### config.mk
export PLATFORM = sky130hd
export DESIGN_NAME = collision_event_queue
export DESIGN_NICKNAME = d
export VERILOG_FILES = /design/src/rtl/billiard_pkg.sv /design/src/rtl/evt_fifo.sv /design/src/rtl/collision_event_queue.sv
export SDC_FILE = /design/constraint.sdc
export NUM_CORES = 1
export LEC_CHECK = 0
export CAP_MARGIN = 20
export CORE_UTILIZATION = 55
export CTS_CLUSTER_SIZE = 30
export DETAILED_ROUTE_END_ITERATION = 12
export HOLD_SLACK_MARGIN = 0.02
export PLACE_DENSITY = 0.79
export SLEW_MARGIN = 15
export SYNTH_ARGS = -nofsm -noshare
export SYNTH_HDL_FRONTEND = slang
export SYNTH_HIERARCHICAL = 1
export SYNTH_SLANG_ARGS = --single-unit
### constraint.sdc
create_clock -name clk -period 10.5 [get_ports clk]
set_clock_uncertainty 0.15 [all_clocks]
set_input_delay 2.625 -clock clk [delete_from_list [all_inputs] [get_ports clk]]
set_output_delay 2.625 -clock clk [all_outputs]
set_load 0.01 [all_outputs]
### src/rtl/billiard_pkg.sv
// -----------------------------------------------------------------------------
// billiard_pkg
// Shared types and helpers for the billiard-table collision event logic.
//   evt_type_e       : kind of contact carried by an event
//   collision_evt_t  : one queued event {evt_type, id_a, id_b, aux}
//   num_pairs()      : number of unordered ball pairs for a given ball count
//   pair_index()     : dense index of pair (a,b), a<b, in the pair bitmap
// -----------------------------------------------------------------------------
package billiard_pkg;

    localparam int MAX_BALLS = 16;
    localparam int MAX_IDW   = 4;

    typedef enum logic [1:0] {
        EVT_NONE      = 2'd0,
        EVT_BALL_BALL = 2'd1,
        EVT_BALL_WALL = 2'd2,
        EVT_BALL_HOLE = 2'd3
    } evt_type_e;

    // IDs are stored at the widest supported width; narrower tables just
    // leave the upper bits at zero.
    typedef struct packed {
        evt_type_e            evt_type;
        logic [MAX_IDW-1:0]   id_a;
        logic [MAX_IDW-1:0]   id_b;
        logic [2:0]           aux;
    } collision_evt_t;

    function automatic int num_pairs(input int n);
        return n * (n - 1) / 2;
    endfunction

    localparam int NUM_PAIRS = num_pairs(MAX_BALLS);

    // Row-major packing of the upper triangle: all pairs starting with ball 0
    // come first, then those starting with ball 1, and so on.
    function automatic int pair_index(input int a, input int b, input int n);
        return a * (2 * n - a - 1) / 2 + (b - a - 1);
    endfunction

endpackage

### src/rtl/evt_fifo.sv
// -----------------------------------------------------------------------------
// evt_fifo
// Synchronous show-ahead FIFO of collision events.
// Ports:
//   clk, resetN     : clock, asynchronous active-low reset
//   flush           : synchronous clear of all entries
//   push, push_data : write request and event; accepted when not full, or when
//                     a pop happens in the same cycle
//   pop             : remove head; ignored while empty
//   head            : current head entry, all zeros while empty
//   full, empty     : occupancy flags
// -----------------------------------------------------------------------------
module evt_fifo
    import billiard_pkg::*;
#(
    parameter int DEPTH = 8
) (
    input  logic           clk,
    input  logic           resetN,
    input  logic           flush,
    input  logic           push,
    input  collision_evt_t push_data,
    input  logic           pop,
    output collision_evt_t head,
    output logic           full,
    output logic           empty
);

    localparam int AW = $clog2(DEPTH);
    localparam int CW = AW + 1;

    collision_evt_t mem [DEPTH];
    logic [AW-1:0]  wr_ptr;
    logic [AW-1:0]  rd_ptr;
    logic [CW-1:0]  count;
    logic           do_pop;
    logic           do_push;

    assign empty   = (count == '0);
    assign full    = (count == CW'(DEPTH));
    assign do_pop  = pop && !empty;
    // A full FIFO still takes a new entry when the head leaves in the same cycle.
    assign do_push = push && (!full || do_pop);
    assign head    = empty ? '0 : mem[rd_ptr];

    // Storage has no reset: an entry is only ever read after it was written.
    always_ff @(posedge clk) begin
        if (do_push && !flush) begin
            mem[wr_ptr] <= push_data;
        end
    end

    // Pointers wrap naturally because DEPTH is a power of two.
    always_ff @(posedge clk or negedge resetN) begin
        if (!resetN) begin
            wr_ptr <= '0;
            rd_ptr <= '0;
            count  <= '0;
        end else if (flush) begin
            wr_ptr <= '0;
            rd_ptr <= '0;
            count  <= '0;
        end else begin
            if (do_push) begin
                wr_ptr <= wr_ptr + AW'(1);
            end
            if (do_pop) begin
                rd_ptr <= rd_ptr + AW'(1);
            end
            case ({do_push, do_pop})
                2'b10:   count <= count + CW'(1);
                2'b01:   count <= count - CW'(1);
                default: count <= count;
            endcase
        end
    end

endmodule

### src/rtl/collision_event_queue.sv
// -----------------------------------------------------------------------------
// collision_event_queue
// Turns per-pixel draw-request overlaps during the raster scan into typed
// contact events (ball-ball, ball-wall, ball-hole), reported once per frame per
// pair/ball, and queues them for the physics logic.
// Ports:
//   clk, resetN        : clock, asynchronous active-low reset
//   startOfFrame       : frame-start pulse, forgets which contacts were reported
//   newGame            : restores all balls, flushes the queue, forgets contacts
//   Table_DR           : wall draw request, nonzero value is the wall code
//   Balls_DR_VEC       : per-ball draw requests
//   Hole_DR, Hole_ID   : hole draw request and the hole being drawn
//   evt_valid/evt_ready: head-of-queue handshake
//   evt_type/id_a/id_b/aux : head event fields, zero while the queue is empty
//   balls_in_game      : 1 = ball still on the table
//   collision          : an event entered the queue on the previous edge
//   overflow_cnt       : saturating count of events lost to a full queue
// -----------------------------------------------------------------------------
module collision_event_queue
    import billiard_pkg::*;
#(
    parameter int NUM_BALLS  = 16,
    parameter int FIFO_DEPTH = 8,
    parameter int IDW        = $clog2(NUM_BALLS)
) (
    input  logic                 clk,
    input  logic                 resetN,
    input  logic                 startOfFrame,
    input  logic                 newGame,
    input  logic [1:0]           Table_DR,
    input  logic [NUM_BALLS-1:0] Balls_DR_VEC,
    input  logic                 Hole_DR,
    input  logic [2:0]           Hole_ID,
    output logic                 evt_valid,
    input  logic                 evt_ready,
    output logic [1:0]           evt_type,
    output logic [IDW-1:0]       evt_id_a,
    output logic [IDW-1:0]       evt_id_b,
    output logic [2:0]           evt_aux,
    output logic [NUM_BALLS-1:0] balls_in_game,
    output logic                 collision,
    output logic [7:0]           overflow_cnt
);

    localparam int PAIRS = num_pairs(NUM_BALLS);
    localparam int PIW   = (PAIRS > 1) ? $clog2(PAIRS) : 1;

    logic [NUM_BALLS-1:0] act;
    logic                 first_found;
    logic                 second_found;
    logic [IDW-1:0]       first_idx;
    logic [IDW-1:0]       second_idx;
    logic [PIW-1:0]       pair_idx;
    logic [NUM_BALLS-1:0] ball_onehot;
    logic [PAIRS-1:0]     pair_onehot;

    logic [PAIRS-1:0]     pair_seen;
    logic [NUM_BALLS-1:0] wall_seen;
    logic [PAIRS-1:0]     pair_seen_eff;
    logic [NUM_BALLS-1:0] wall_seen_eff;

    logic                 sel_hole;
    logic                 sel_bb;
    logic                 sel_wall;
    logic                 push_req;
    logic                 push_ok;
    logic                 drop;
    logic                 fifo_pop;
    logic                 fifo_full;
    logic                 fifo_empty;
    collision_evt_t       new_evt;
    collision_evt_t       head;

    // Balls already pocketed are invisible to every detector.
    assign act = Balls_DR_VEC & balls_in_game;

    // Lowest and second-lowest active balls; ball-ball contacts involving three
    // or more balls on one pixel are reported for the two lowest IDs.
    always_comb begin
        first_found  = 1'b0;
        second_found = 1'b0;
        first_idx    = '0;
        second_idx   = '0;
        for (int i = 0; i < NUM_BALLS; i++) begin
            if (act[i]) begin
                if (!first_found) begin
                    first_found = 1'b1;
                    first_idx   = IDW'(i);
                end else if (!second_found) begin
                    second_found = 1'b1;
                    second_idx   = IDW'(i);
                end
            end
        end
    end

    assign pair_idx    = PIW'(pair_index(int'(first_idx), int'(second_idx), NUM_BALLS));
    assign ball_onehot = NUM_BALLS'(1) << first_idx;
    assign pair_onehot = PAIRS'(1) << pair_idx;

    // A frame start wipes the seen-state before this cycle's detection looks
    // at it, so a contact on the very first pixel still counts for the new frame.
    assign pair_seen_eff = startOfFrame ? '0 : pair_seen;
    assign wall_seen_eff = startOfFrame ? '0 : wall_seen;

    // Priority among contacts that would actually produce an event:
    // hole, then unreported pair, then unreported wall touch. Losers are not
    // marked seen and get another chance on later pixels.
    always_comb begin
        sel_hole = Hole_DR && first_found;
        sel_bb   = !sel_hole && second_found && !(|(pair_seen_eff & pair_onehot));
        sel_wall = !sel_hole && !sel_bb && (Table_DR != 2'd0) && first_found
                   && !(|(wall_seen_eff & ball_onehot));
    end

    always_comb begin
        new_evt      = '0;
        new_evt.id_a = MAX_IDW'(first_idx);
        if (sel_hole) begin
            new_evt.evt_type = EVT_BALL_HOLE;
            new_evt.aux      = Hole_ID;
        end else if (sel_bb) begin
            new_evt.evt_type = EVT_BALL_BALL;
            new_evt.id_b     = MAX_IDW'(second_idx);
        end else if (sel_wall) begin
            new_evt.evt_type = EVT_BALL_WALL;
            new_evt.aux      = {1'b0, Table_DR};
        end else begin
            new_evt.id_a = '0;
        end
    end

    assign evt_valid = !fifo_empty;
    assign fifo_pop  = evt_valid && evt_ready;
    assign push_req  = !newGame && (sel_hole || sel_bb || sel_wall);
    assign push_ok   = push_req && (!fifo_full || fifo_pop);
    assign drop      = push_req && fifo_full && !fifo_pop;

    evt_fifo #(
        .DEPTH (FIFO_DEPTH)
    ) u_fifo (
        .clk       (clk),
        .resetN    (resetN),
        .flush     (newGame),
        .push      (push_req),
        .push_data (new_evt),
        .pop       (fifo_pop),
        .head      (head),
        .full      (fifo_full),
        .empty     (fifo_empty)
    );

    assign evt_type = head.evt_type;
    assign evt_id_a = head.id_a[IDW-1:0];
    assign evt_id_b = head.id_b[IDW-1:0];
    assign evt_aux  = head.aux;

    // A pocketed ball leaves the game even when its event is dropped.
    always_ff @(posedge clk or negedge resetN) begin
        if (!resetN) begin
            balls_in_game <= '1;
        end else if (newGame) begin
            balls_in_game <= '1;
        end else if (sel_hole) begin
            balls_in_game <= balls_in_game & ~ball_onehot;
        end
    end

    // Seen bits are set for every selected contact, dropped or queued, so a
    // full queue never turns into a storm of repeated events.
    always_ff @(posedge clk or negedge resetN) begin
        if (!resetN) begin
            pair_seen <= '0;
            wall_seen <= '0;
        end else if (newGame) begin
            pair_seen <= '0;
            wall_seen <= '0;
        end else begin
            pair_seen <= pair_seen_eff | (sel_bb   ? pair_onehot : '0);
            wall_seen <= wall_seen_eff | (sel_wall ? ball_onehot : '0);
        end
    end

    // The drop counter survives newGame so lost events stay visible across games.
    always_ff @(posedge clk or negedge resetN) begin
        if (!resetN) begin
            overflow_cnt <= 8'd0;
            collision    <= 1'b0;
        end else begin
            collision <= push_ok;
            if (drop && (overflow_cnt != 8'hFF)) begin
                overflow_cnt <= overflow_cnt + 8'd1;
            end
        end
    end

endmodule

==> results.txt <==
htree depth: 1
Reg-to-Reg Start: balls_in_game[1]$_DFFE_PN1P_
fin nets: 1730
initial drt markers: 1253
die height: 165 um
Routed Antenna Nets: 0
Peak VDD IR: 300 uV
status: finished with violations
layout cells sized above 1: 0.263
via density per instance: 6.26
first-pass GRT wire length: 69.1 mm
Fin Setup TNS: -0.936 ns
Clock Latency Late Sink: 0.57 ns
crit path capture: u_fifo/count[3]$_DFFE_PN0P_
final std cells w/o fill: 2006
Ports: 66
DR DRC count: 0
Setup violations, final: 14
Post-Route WL: 45.1 mm
clock sink count: 275
Final min period: 10.57 ns
CP max stage cell: fa_1
number of synthesized flops with an enable pin: 104
FF-to-FF setup slack: 1.54 ns
max_cap viols: 0
Cell variety after synth: 95
Sw Share: 0.446
Critical Path Most Common Cell: ha_4
Post-Syn Area per Cell: 10.6 um^2
Bufs on Longest Clock Path: 3
RSZ-0062 raised after global routing: true
hold_buf cts: 0
Max-slew headroom: 0.327
Combinational Power Share: 0.672
total grt overflow: 0
Synth async-reset ratio: 0.622
Cells after Synth: 1382
clock power share: 0.143
Pre-antenna DRT Iters: 6
kind of critical path: in -> reg
ant diodes: 0
Worst-Margin Slew: 1.00 ns
pin count of the biggest net entering global routing: 99
Final Hold Viols: 0
path depth of the worst reg2reg path: 43
max-slew violation count: 0
top_reg_cell synth: dfrtp_1
CP required: 10.77 ns
yosys warns: 6
failing checks: setup timing
FMAX: 94.6 MHz
final worst slack: -0.0744 ns
Cell Int Power: 4060 uW
post-synth top area cell: dfrtp_1
LEAKAGE: 0.00773 uW
Pwr per Cell Area: 386 mW/mm^2
Core Area: 0.0261 mm^2
Reg clk slew, reported paths: 0.06 ns
Inst Count DP: 1923
vias: 12600
Die Footprint: 0.0272 mm^2
top area cells in the synthesized netlist: dfrtp_1 27%, edfxtp_1 21%, nand2_1 5.4%
Starting Density: 0.561
sw power: 3270 uW
num rows: 59
Worst setup startpoint: Balls_DR_VEC[1]
wire length per cell: 22.5 um
Hold WC Path Type: reg -> reg
placer congestion estimate: 1.01
final core occ: 0.729
CTS Buf Count: 29
TritonCTS clock tree: done
post-synthesis sequential area ratio: 0.508
Synth top area share: 0.265
initial antenna violation count: 0
Total Routing Usage GR: 0.335
Port-buffer cells: 65
Seq pwr share: 0.185
worst r2r dst: u_fifo/count[3]$_DFFE_PN0P_
Critical Path AT: 10.84 ns
crit-path max FO: 7
synthesized flop and latch total: 275
vias in the first global route: 12600
Worst Setup Start Kind: input port
fin crit share: 1.01
CP peak stage delay: 0.54 ns
Die X: 165 um
CTS root buf: clkbuf_16
Hold Worst Slack: 0.331 ns
post-synthesis cell area: 0.0146 mm^2
Final HPWL DP: 32.0 mm
P&R area growth vs syn: 30.1%
CP endpoint kind: register
==> sequential cells by signal, summed over array words and instances, names as in the netlist <==
signal,cells
balls_in_game,16
collision,1
overflow_cnt,8
pair_seen,120
u_fifo/count,4
u_fifo/mem,104
u_fifo/rd_ptr,3
u_fifo/wr_ptr,3
wall_seen,16
==> synth_stat cells (6+ instances only) <==
master / count
clkbuf_1: 54
o41ai_1: 8
a22o_1: 28
buf_2: 17
nor4_1: 9
a31oi_1: 13
a21oi_1: 34
nand2b_1: 18
nor2b_1: 7
o22ai_1: 6
and2_1: 19
ha_1: 43
a211oi_1: 11
mux2i_1: 29
nor2_1: 91
xnor2_1: 20
dfstp_2: 16
and3_1: 9
nor3_1: 30
nand2_1: 212
inv_1: 48
a21o_1: 10
xor2_1: 17
nand3_1: 31
dfrtp_1: 155
edfxtp_1: 104
mux4_2: 26
nand4_1: 14
a32o_1: 21
a22oi_1: 15
o21ai_0: 135
fa_1: 11
a221oi_1: 6
==> repair_timing <==
| action | CTS | global route |
|---|---|---|
| gates cloned | 0 | 3 |
| buffers inserted | 12 | 16 |
| pin swaps | 47 | 32 |
| endpoints found under the setup margin | 110 | 177 |
| gates resized for setup | 48 | 57 |
==> worst min path at each step <==
stage / startpoint / to / slack, ns / cells past startpoint
after floorplan: pair_seen[39]$_DFF_PN0_ / pair_seen[39]$_DFF_PN0_ / 0.29 / 2
after CTS: pair_seen[70]$_DFF_PN0_ / pair_seen[70]$_DFF_PN0_ / 0.34 / 2
after global placement: pair_seen[101]$_DFF_PN0_ / pair_seen[101]$_DFF_PN0_ / 0.31 / 2
after global routing: pair_seen[104]$_DFF_PN0_ / pair_seen[104]$_DFF_PN0_ / 0.35 / 2
final: pair_seen[70]$_DFF_PN0_ / pair_seen[70]$_DFF_PN0_ / 0.33 / 2
after detailed placement: pair_seen[38]$_DFF_PN0_ / pair_seen[38]$_DFF_PN0_ / 0.32 / 2
==> power groups by stage <==
| stage | clock (uW) | sequential (uW) | combinational (uW) |
|---|---|---|---|
| 2_1_floorplan | 0 | 1330 | 2250 |
| 3_3_place_gp | 0 | 1370 | 4340 |
| 3_5_place_dp | 0 | 1370 | 4360 |
| 4_1_cts | 1060 | 1360 | 4540 |
| 5_1_grt | 1100 | 1370 | 5170 |
| 6_report | 1050 | 1360 | 4930 |
==> placed cells by master (no fill, tap or decap), types with 26 or more instances in the layout <==
cell	n
ha_1	33
o21ai_0	129
nand3_1	31
a22o_1	27
edfxtp_1	104
inv_1	40
clkbuf_16	31
clkdlybuf4s50_1	54
mux4_2	26
mux2i_1	29
dfrtp_1	154
buf_4	211
nand2_1	210
nor2_1	81
a21oi_1	30
==> per-stage QoR <==
step	setup slack (ns)	power, uW	instance area, um^2
after floorplan	-0.610	3580	14900
after global placement	-0.945	5710	17400
after detailed placement	-1.11	5740	17400
after CTS	-0.0714	6950	18600
after global routing	-0.390	7640	19000
final	-0.0744	7330	19000
==> worst max-delay path: cells and delay by family <==
kind,cells,cell delay [ns]
compound gates,11,1.68
xor+xnor,3,0.41
fa+ha+maj,10,2.89
buf+inv,9,0.74
mux,1,0.33
simple gates,11,2.20
==> layout make-up <==
type                       count  area (um^2)
fill                        1773         7050
sequential                   275         7420
inverter                      49          191
timing repair buffer         313         2800
multi-input combinational    981         7220
clock buffer                  41          781
clock inverter                12          181
tap                          335          419
==> kinds of logic after synthesis <==
family          synth area share
simple gates               0.150
compound gates             0.164
flops                      0.508
buf+inv                   0.0356
mux                       0.0643
fa+ha+maj                 0.0526
xor+xnor                  0.0252
other cells             0.000514
==> metal layers <==
metal / routed length [um] / GRT usage / vias up
met4: 2180 / 0.149 / 0
met2: 22600 / 0.575 / 584
li1: - / - / 5612
met3: 2930 / 0.0437 / 149
met5: 0 / 0 / -
met1: 17400 / 0.422 / 6215
Power figures use the tool's default switching activity.
